File: src/rtl/imem_loader_ctrl.sv
// Fetch-stage loader: packs rx bytes into 32-bit words for instruction memory, then drives the PC enable.
// Optional IMEM_LOADER_CHECKSUM_EN adds checksum_o, the XOR of every word written by the last load.
module imem_loader_ctrl #(
  parameter int                 NB_DATA   = 32,
  parameter int                 NB_ADDR   = 7,
  parameter int                 NB_BYTE   = 8,
  parameter logic [NB_DATA-1:0] HALT_WORD = 32'hFFFFFFFF
) (
  input  logic               clock_i,
  input  logic               reset_i,
  input  logic               load_i,
  input  logic [NB_BYTE-1:0] rx_data_i,
  input  logic               rx_valid_i,
  input  logic               run_i,
  input  logic               step_i,
  input  logic               halt_i,
  output logic               en_write_o,
  output logic [NB_ADDR-1:0] addr_write_o,
  output logic [NB_DATA-1:0] data_o,
  output logic               en_read_o,
  output logic               enable_o,
  output logic               load_done_o,
  output logic [NB_ADDR:0]   word_count_o
`ifdef IMEM_LOADER_CHECKSUM_EN
  ,output logic [NB_DATA-1:0] checksum_o
`endif
);

  // state | meaning
  // IDLE  | after reset, waiting for the first load_i
  // LOAD  | collecting bytes of the current word (MSB first)
  // WRITE | one-cycle instruction memory write of the assembled word
  // READY | program loaded, PC held
  // RUN   | PC free-running until halt_i
  // STEP  | PC enabled for a single cycle
  typedef enum logic [2:0] {
    ST_IDLE, ST_LOAD, ST_WRITE, ST_READY, ST_RUN, ST_STEP
  } state_t;

  localparam logic [NB_ADDR-1:0] ADDR_MAX = '1;
  localparam logic [NB_ADDR-1:0] ADDR_ONE = {{(NB_ADDR-1){1'b0}}, 1'b1};
  localparam logic [NB_ADDR:0]   CNT_ONE  = {{NB_ADDR{1'b0}}, 1'b1};

  state_t               state, state_nxt;
  logic [NB_ADDR-1:0]   addr;
  logic [1:0]           byte_cnt;
  logic [NB_DATA-1:0]   word;
  logic                 word_last;
  logic                 clr_load;

  assign word_last = (word == HALT_WORD) || (addr == ADDR_MAX);

  always_ff @(posedge clock_i or posedge reset_i) begin
    if (reset_i) state <= ST_IDLE;
    else         state <= state_nxt;
  end

  always_comb begin
    state_nxt = state;
    clr_load  = 1'b0;
    case (state)
      ST_IDLE: begin
        if (load_i) begin
          state_nxt = ST_LOAD;
          clr_load  = 1'b1;
        end
      end
      ST_LOAD: begin
        if (load_i) begin
          state_nxt = ST_LOAD;
          clr_load  = 1'b1;
        end else if (rx_valid_i && byte_cnt == 2'd3) begin
          state_nxt = ST_WRITE;
        end
      end
      ST_WRITE: begin
        if (load_i) begin
          state_nxt = ST_LOAD;
          clr_load  = 1'b1;
        end else if (word_last) begin
          state_nxt = ST_READY;
        end else begin
          state_nxt = ST_LOAD;
        end
      end
      ST_READY: begin
        // run beats step, both beat a reload
        if (run_i) begin
          state_nxt = ST_RUN;
        end else if (step_i) begin
          state_nxt = ST_STEP;
        end else if (load_i) begin
          state_nxt = ST_LOAD;
          clr_load  = 1'b1;
        end
      end
      ST_RUN: begin
        if (halt_i) state_nxt = ST_READY;
      end
      ST_STEP: begin
        state_nxt = ST_READY;
      end
      default: begin
        state_nxt = ST_IDLE;
      end
    endcase
  end

  always_ff @(posedge clock_i or posedge reset_i) begin
    if (reset_i) begin
      addr         <= '0;
      byte_cnt     <= '0;
      word         <= '0;
      word_count_o <= '0;
    end else if (clr_load) begin
      addr         <= '0;
      byte_cnt     <= '0;
      word_count_o <= '0;
    end else begin
      if (state == ST_WRITE) word_count_o <= word_count_o + CNT_ONE;
      // A byte arriving during a non-final WRITE becomes byte 0 of the next word
      if (rx_valid_i && (state == ST_LOAD || (state == ST_WRITE && !word_last))) begin
        word     <= {word[NB_DATA-NB_BYTE-1:0], rx_data_i};
        byte_cnt <= byte_cnt + 2'd1;
      end
      if (state == ST_WRITE && !word_last) addr <= addr + ADDR_ONE;
    end
  end

`ifdef IMEM_LOADER_CHECKSUM_EN
  always_ff @(posedge clock_i or posedge reset_i) begin
    if (reset_i)                 checksum_o <= '0;
    else if (clr_load)           checksum_o <= '0;
    else if (state == ST_WRITE)  checksum_o <= checksum_o ^ word;
  end
`endif

  assign en_write_o   = (state == ST_WRITE);
  assign addr_write_o = en_write_o ? addr : '0;
  assign data_o       = en_write_o ? word : '0;
  assign enable_o     = (state == ST_RUN) || (state == ST_STEP);
  assign load_done_o  = (state == ST_READY) || enable_o;
  assign en_read_o    = load_done_o;

endmodule

File: config.mk
export PLATFORM = sky130hd
export DESIGN_NAME = imem_loader_ctrl
export DESIGN_NICKNAME = d
export VERILOG_FILES = /design/src/rtl/imem_loader_ctrl.sv
export SDC_FILE = /design/constraint.sdc
export NUM_CORES = 1
export LEC_CHECK = 0
export ABC_AREA = 1
export BUFFER_PORTS_ARGS = -buffer_cell sky130_fd_sc_hd__buf_2
export CORE_UTILIZATION = 54
export DETAILED_ROUTE_END_ITERATION = 6
export PLACE_DENSITY_LB_ADDON = 0.08
export SLEW_MARGIN = 20
export SYNTH_ARGS = -nofsm -noshare
export SYNTH_HDL_FRONTEND = slang
export SYNTH_SLANG_ARGS = --single-unit
File: constraint.sdc
create_clock -name clock_i -period 1.94 [get_ports clock_i]
set_clock_uncertainty 0.05 [all_clocks]
set_input_delay 0.291 -clock clock_i [delete_from_list [all_inputs] [get_ports clock_i]]
set_output_delay 0.291 -clock clock_i [all_outputs]
set_load 0.05 [all_outputs]
==> results of run 1 <==
-- worst min-delay path, cell delays in order --
cell,delay (ns)
buf_2,0.07
nand4_1,0.08
nand2_1,0.07
-- what timing repair did --
action                                  CTS  global route
cloned                                    0             1
hold buffers                              1             0
endpoints found under the hold margin    22             0
resized for setup                        37            39
endpoints found under the setup margin   38            66
-- layer usage --
layer  wire length [um]  GRT usage
met3                240     0.0375
met5                  0          0
met1               3030      0.337
met2               3330      0.399
met4                 59     0.0713
-- state kept, by name, indices dropped and copies added (netlist names) --
name and cells:
byte_cnt 2, word_count_o 8, addr 7, state 3
word 32
-- metrics by stage --
step	cell area (um2)	TNS, ns
6_report	3590	0
5_1_grt	3590	-0.372
4_1_cts	3460	-0.0220
3_5_place_dp	3260	0
3_3_place_gp	3260	0
2_1_floorplan	2860	-0.0375
-- area by class of cell --
type,instances,area [um2],share of cell area
Sequential cell,52,1300,0.363
Multi-Input combinational cell,267,1280,0.357
Timing Repair Buffer,75,619,0.173
Inverter,55,206,0.0575
Clock buffer,8,90.1,0.0251
Tap cell,70,87.6,0.0244
-- final timing paths --
path / from / endpoint / cells after the start
max in group asynchronous: reset_i / word[31]$_DFFE_PP0P_ / 4
hold / removal: rx_data_i[1] / word[1]$_DFFE_PP0P_ / 3
min in group asynchronous: reset_i / byte_cnt[1]$_DFFE_PP0P_ / 3
hold reg to reg: word[26]$_DFFE_PP0P_ / word[26]$_DFFE_PP0P_ / 2
setup reg to reg: addr[0]$_DFFE_PP0P_ / byte_cnt[1]$_DFFE_PP0P_ / 10
setup / recovery: state[2]$_DFFE_PP0P_ / data_o[17] / 5
-- cells in the final DEF (no fill, tap or decap) --
master and n:
nor3b_2 1, or2_2 3, xor2_1 3, buf_6 25, nand3b_1 1, buf_2 26
nand3_2 2, buf_12 2, nor2_1 62, inv_1 50, inv_2 5, a41oi_1 1
nand2_2 1, nor3_2 1, nand2_1 110, nor3_1 4, a21o_1 1, dfrtp_1 50
o21ai_1 1, nand4_1 34, buf_4 21, a31oi_1 1, clkbuf_1 2, nor3_4 1
nand3_4 2, clkbuf_8 6, o21ai_0 9, dfrtp_2 2, nand3_1 15, dlygate4sd3_1 1
nand2_4 1, a21oi_1 7, nor2_2 3, ha_1 3
-- kinds of logic after synthesis --
group | count (synthesis) | share of synthesized area
adder cells (fa/ha/maj) | 3 | 0.0131
buffers and inverters | 75 | 0.111
flip-flops | 52 | 0.455
AO/OA/AOI/OAI | 20 | 0.0376
AND/OR/NAND/NOR | 240 | 0.375
XOR/XNOR | 3 | 0.00918
-- power groups by stage --
| stage | logic, mW | registers (mW) | clock network, mW |
|---|---|---|---|
| floorplan | 1.55 | 1.73 | 0 |
| global placement | 1.95 | 1.77 | 0 |
| detailed placement | 2.00 | 1.78 | 0 |
| CTS | 2.05 | 1.76 | 0.642 |
| global route | 2.38 | 1.82 | 0.689 |
| finish | 2.14 | 1.77 | 0.638 |
==> impl_results.md, run 1 <==
* Crit path DAT at between 1.5 and 2 ns
* Mapped Cells at slightly below 400
* CP Launch Type: flip-flop
* ANT nets after route at 0
* Fin Hold WS at 0.184 ns
* Sw Pwr at ~2.2 mW
* Max_cap viols at 0
* Clk buf depth at 2
* Slowest-stage cell, CP: dfrtp_2
* Num CTS Buffers at 5
* Area contributors post-synth: dfrtp_1 (45%), nand2_1 (15%), nor2_1 (8.5%)
* Clk slew on worst S/H paths at ~0.09 ns
* Area share of the largest cell type after synthesis at 0.455
* Status: finished clean
* CP cell instances: inv_2, nand3_1, buf_6, nor2_1, buf_6
* Crit-path leading delay family: buffers and inverters
* Top-count cell post-synth: nand2_1
* Row cnt at 26
* Die ar. at 5590 um2
* IO buf count at 65
* Die W at ~75 um
* Worst rel slew slack at 0.664
* Core area at 5110 um2
* Leak at around 1.8 nW
* Comb power frac at 0.470
* Root Buffer Master: clkbuf_8
* Unique cell type count in the Yosys netlist at 27
* RSZ-0062 raised after global routing: yes
* GRT Util Overall at 0.243
* Most used cell, CP: buf_6
* DR WL/cell at ~13 um
* Flop pwr share at 0.390
* Post-synth top cells: nand2_1 (111), nor2_1 (65), inv_1 (53), dfrtp_1 (52), nand4_1 (34)
* Worst reg-to-reg setup slack at 0.19 ns
* Post-Route WL at around 6700 um
* GP Congestion at 0.810
* Final nets at around 470
* Dpl ws at just over 0.1 ns
* FILL cells at 445
* DR iter-0 viols at 184
* Kind of critical path: reg -> out
* Syn Nets at between 400 and 500
* Hold Crit Class: in -> reg
* Clock share of power at 0.140
* First-pass GRT wire length at roughly 10,000 um
* CTS tree: yes
* Slew Limit Fails at 0
* Hold Vio Cnt, Final at 0
* Worst-Skew Late Latency at 0.31 ns
* Initial Util at 0.560
* Endpoint type of the worst setup path: output pin
* Remaining global-route overflow at 0
* Share of cells above drive strength 1 at 0.223
* Vias/cell at between 5 and 6
* Routed via count at 2,730
* Period utilisation layout at 0.969
* H-tree levels at 2
* CTS Sinks at 52
* Sequential share of the synthesized area at 0.455
* Post-synth EDFFs at 0
* Vias in the first global route at roughly 2,300
* Int Power at 2.38 mW
* Area grow syn2layout at 25.4%
* Height of the chip at around 75 um
* Worst VDD drop at approximately 590 uV
* Synthesized flop and latch total at between 50 and 60
* # IOs at 66
* Final Critical Period at 1.88 ns
* CP Max Fanout at 24
* FFs w/ async S/R, synth at 1.00
* Least-Margin Pin Slew at around 0.50 ns
* Drt pass-1 iters at 5
* N_diodes at 0
* Setup Buffers After CTS at 0
* Largest net degree at the start of global routing at 36
* Post-synth top area cell: dfrtp_1
* Post-detail-place hpwl at ~4500 um
* Fmax at ~530 MHz
* Pwr dens at 1270 nW/um2
* Final worst slack at a little under 0.06 ns
* DRC Markers at 0
* Max incr delay on CP at between 0.4 and 0.5 ns
* Post-layout util at 0.703
* Initial antenna violation count at 0
* Final setup fails at 0
* Sw frac at 0.477
* Total Power at ~4.5 mW
* Top FF cell, synth: dfrtp_1
* Placed Instances at 517
* Ys Warns at 0
* Worst path bufs/invs at 3
* Mapped cell area at approximately 2900 um2
* Data required, critical path at about 1.6 ns
* Syn Area/Cell at roughly 7.3 um2
* Post-Layout Cell Count at approximately 530
(Power assumes the default switching activity.)
==> run 2, diff against run 1 <==
GPL_TIMING_DRIVEN = 0   (was unset)
HOLD_SLACK_MARGIN = 0.12   (was unset)
==> run 2 against run 1 <==
Utilization increased by 1.2 points. Non-clock buffer count rose by 11. Sequential power hardly changed. Die area is the same. Power rose by 3.8%. Register-to-register slack got worse by 0.02 ns. Sequential share of layout area is 0.56 points lower. Critical endpoint is now data_o[6]. Largest cell class unchanged.
==> impl_results.md, run 2 (synthesis gave the netlist of run 1 again) <==
* Num CTS Buffers at 5 (unchanged)
* ANT nets after route at 0 (unchanged)
* Largest net degree at the start of global routing at 28 (was 36)
* Hold Crit Class: in -> reg (unchanged)
* Area grow syn2layout at 27.5% (was 25.4%)
* Period utilisation layout at 0.974 (was 0.969)
* Row cnt at 26 (unchanged)
* Least-Margin Pin Slew at 0.570 ns (was 0.504 ns)
* Post-Layout Cell Count at 537 (was 527)
* Clk buf depth at 2 (unchanged)
* Most common cell after layout, fill and taps aside: nand2_1 (unchanged)
* Pwr dens at 1290 nW/um2 (was 1270 nW/um2)
* Crit path DAT at 1.55 ns (was 1.54 ns)
* IO buf count at 64 (was 65)
* DRC Markers at 0 (unchanged)
* Cells on worst reg2reg path at 10 (unchanged)
* GRT Util Overall at 0.263 (was 0.243)
* Final nets at 484 (was 474)
* Vias in the first global route at 2,415 (was 2,301)
* DR WL/cell at 12.8 um (was 12.6 um)
* CP Launch Type: flip-flop (unchanged)
* Worst VDD drop at 670 uV (was 589 uV)
* GP Congestion at 0.838 (was 0.810)
* Final setup fails at 0 (unchanged)
* Placed Instances at 528 (was 517)
* Fmax at 529 MHz (was 532 MHz)
* # IOs at 66 (unchanged)
* Status: finished clean (unchanged)
* Leak at 1.85 nW (was 1.82 nW)
* First-pass GRT wire length at 11,200 um (was 10,400 um)
* Worst setup path start: state[0]$_DFFE_PP0P_ (was state[2]$_DFFE_PP0P_)
* N_diodes at 0 (unchanged)
* Hold path start: rx_data_i[3] (was rx_data_i[1])
* FF-to-FF Start: addr[0]$_DFFE_PP0P_ (unchanged)
* Data required, critical path at 1.60 ns (about the same)
* Max_cap viols at 0 (unchanged)
* Hold Vio Cnt, Final at 0 (unchanged)
* Post-detail-place hpwl at 4930 um (was 4450 um)
* Routed via count at 2,746 (was 2,730)
* Dpl ws at -0.0589 ns (was 0.104 ns)
* Multi-input gate area at 1280 um2 (about the same)
* Die ar. at 5590 um2 (unchanged)
* Clk slew on worst S/H paths at 0.09 ns (about the same)
* Height of the chip at 74.8 um (unchanged)
* Initial Util at 0.560 (unchanged)
* Setup_tns at 0 ns (unchanged)
* CTS Sinks at 52 (unchanged)
* DR iter-0 viols at 196 (was 184)
* Slew Limit Fails at 0 (unchanged)
* Root Buffer Master: clkbuf_8 (unchanged)
* Worst hold path cell count at 3 (unchanged)
* Most frequent cells in the layout: nand2_1 (111), nor2_1 (58), inv_1 (50) (was nand2_1 (110), nor2_1 (62), inv_1 (50), dfrtp_1 (50), nand4_1 (34))
* FILL cells at 431 (was 445)
* Register area at 1310 um2 (was 1300 um2)
* Final Critical Period at 1.89 ns (was 1.88 ns)
* Post-Route WL at 6880 um (was 6660 um)
* Total Power at 4.72 mW (was 4.54 mW)
* Worst rel slew slack at 0.619 (was 0.664)
* Endpoint type of the worst setup path: output pin (unchanged)
* Share of cells above drive strength 1 at 0.240 (was 0.223)
* Largest Register: word (unchanged)
* Post-layout util at 0.714 (was 0.703)
* Initial antenna violation count at 0 (unchanged)
* Worst-Skew Late Latency at 0.31 ns (about the same)
* Largest regs: word x32, word_count_o x8, addr x7 (unchanged)
* Drt pass-1 iters at 4 (was 5)
* Die W at 74.8 um (unchanged)
* Remaining global-route overflow at 0 (unchanged)
* Worst reg-to-reg setup slack at 0.17 ns (was 0.19 ns)
* H-tree levels at 2 (unchanged)
* Core area at 5110 um2 (unchanged)
* CTS tree: yes (unchanged)
* Vias/cell at 5.11 (was 5.18)
* Largest register FFs at 32 (unchanged)
* RSZ-0062 raised after global routing: yes (unchanged)
* Final worst slack at 0.0498 ns (was 0.0592 ns)
* Kind of critical path: reg -> out (unchanged)
* CP Max Fanout at 10 (was 24)
-- run 2: worst max-delay path, cell delays in order, from the launching register on --
cell     delay, ns
dfrtp_2       0.45
inv_2         0.11
nand3_4       0.14
buf_4         0.21
nor2_1        0.15
buf_6         0.18
-- run 2: stage by stage --
| step | hold slack, ns | instance area [um2] |
|---|---|---|
| floorplan | 0.397 | 2860 |
| global placement | 0.425 | 3270 |
| detailed placement | 0.328 | 3290 |
| CTS | 0.175 | 3550 |
| global route | 0.182 | 3650 |
| finish | 0.183 | 3650 |
-- run 2: where the power goes --
part           switching (mW)  internal (mW)
Clock                   0.354          0.383
Sequential              0.363           1.42
Combinational            1.50          0.696
-- run 2: layout make-up --
type | instances | area share
tap | 70 | 0.0240
clock buffer | 6 | 0.0199
sequential | 52 | 0.358
timing repair buffer | 66 | 0.146
clock inverter | 2 | 0.00960
buffer | 20 | 0.0350
multi-input combinational | 266 | 0.350
inverter | 55 | 0.0573
-- run 2: path summary, 6_finish.rpt --
| kind | to |
|---|---|
| setup / recovery | data_o[6] |
| hold / removal | word[3]$_DFFE_PP0P_ |
| setup reg to reg | word[2]$_DFFE_PP0P_ |
| hold reg to reg | word[27]$_DFFE_PP0P_ |
| max in group asynchronous | addr[0]$_DFFE_PP0P_ |
| min in group asynchronous | word[29]$_DFFE_PP0P_ |
-- run 2: layer usage --
| metal | part of all wire | up-vias | global-route usage |
|---|---|---|---|
| met1 | 0.48 | 1273 | 0.393 |
| met4 | 0.011 | 0 | 0.0566 |
| met5 | 0 | - | 0 |
| met2 | 0.47 | 76 | 0.411 |
| met3 | 0.042 | 10 | 0.0361 |
| li1 | - | 1387 | - |
-- run 2: timing repair --
item,in CTS,in global routing
endpoints found under the setup margin,41,44
hold endpoints to repair,25,0
gates resized for setup,56,36
cloned,0,0
hold buffers,1,0
buffers inserted,0,0
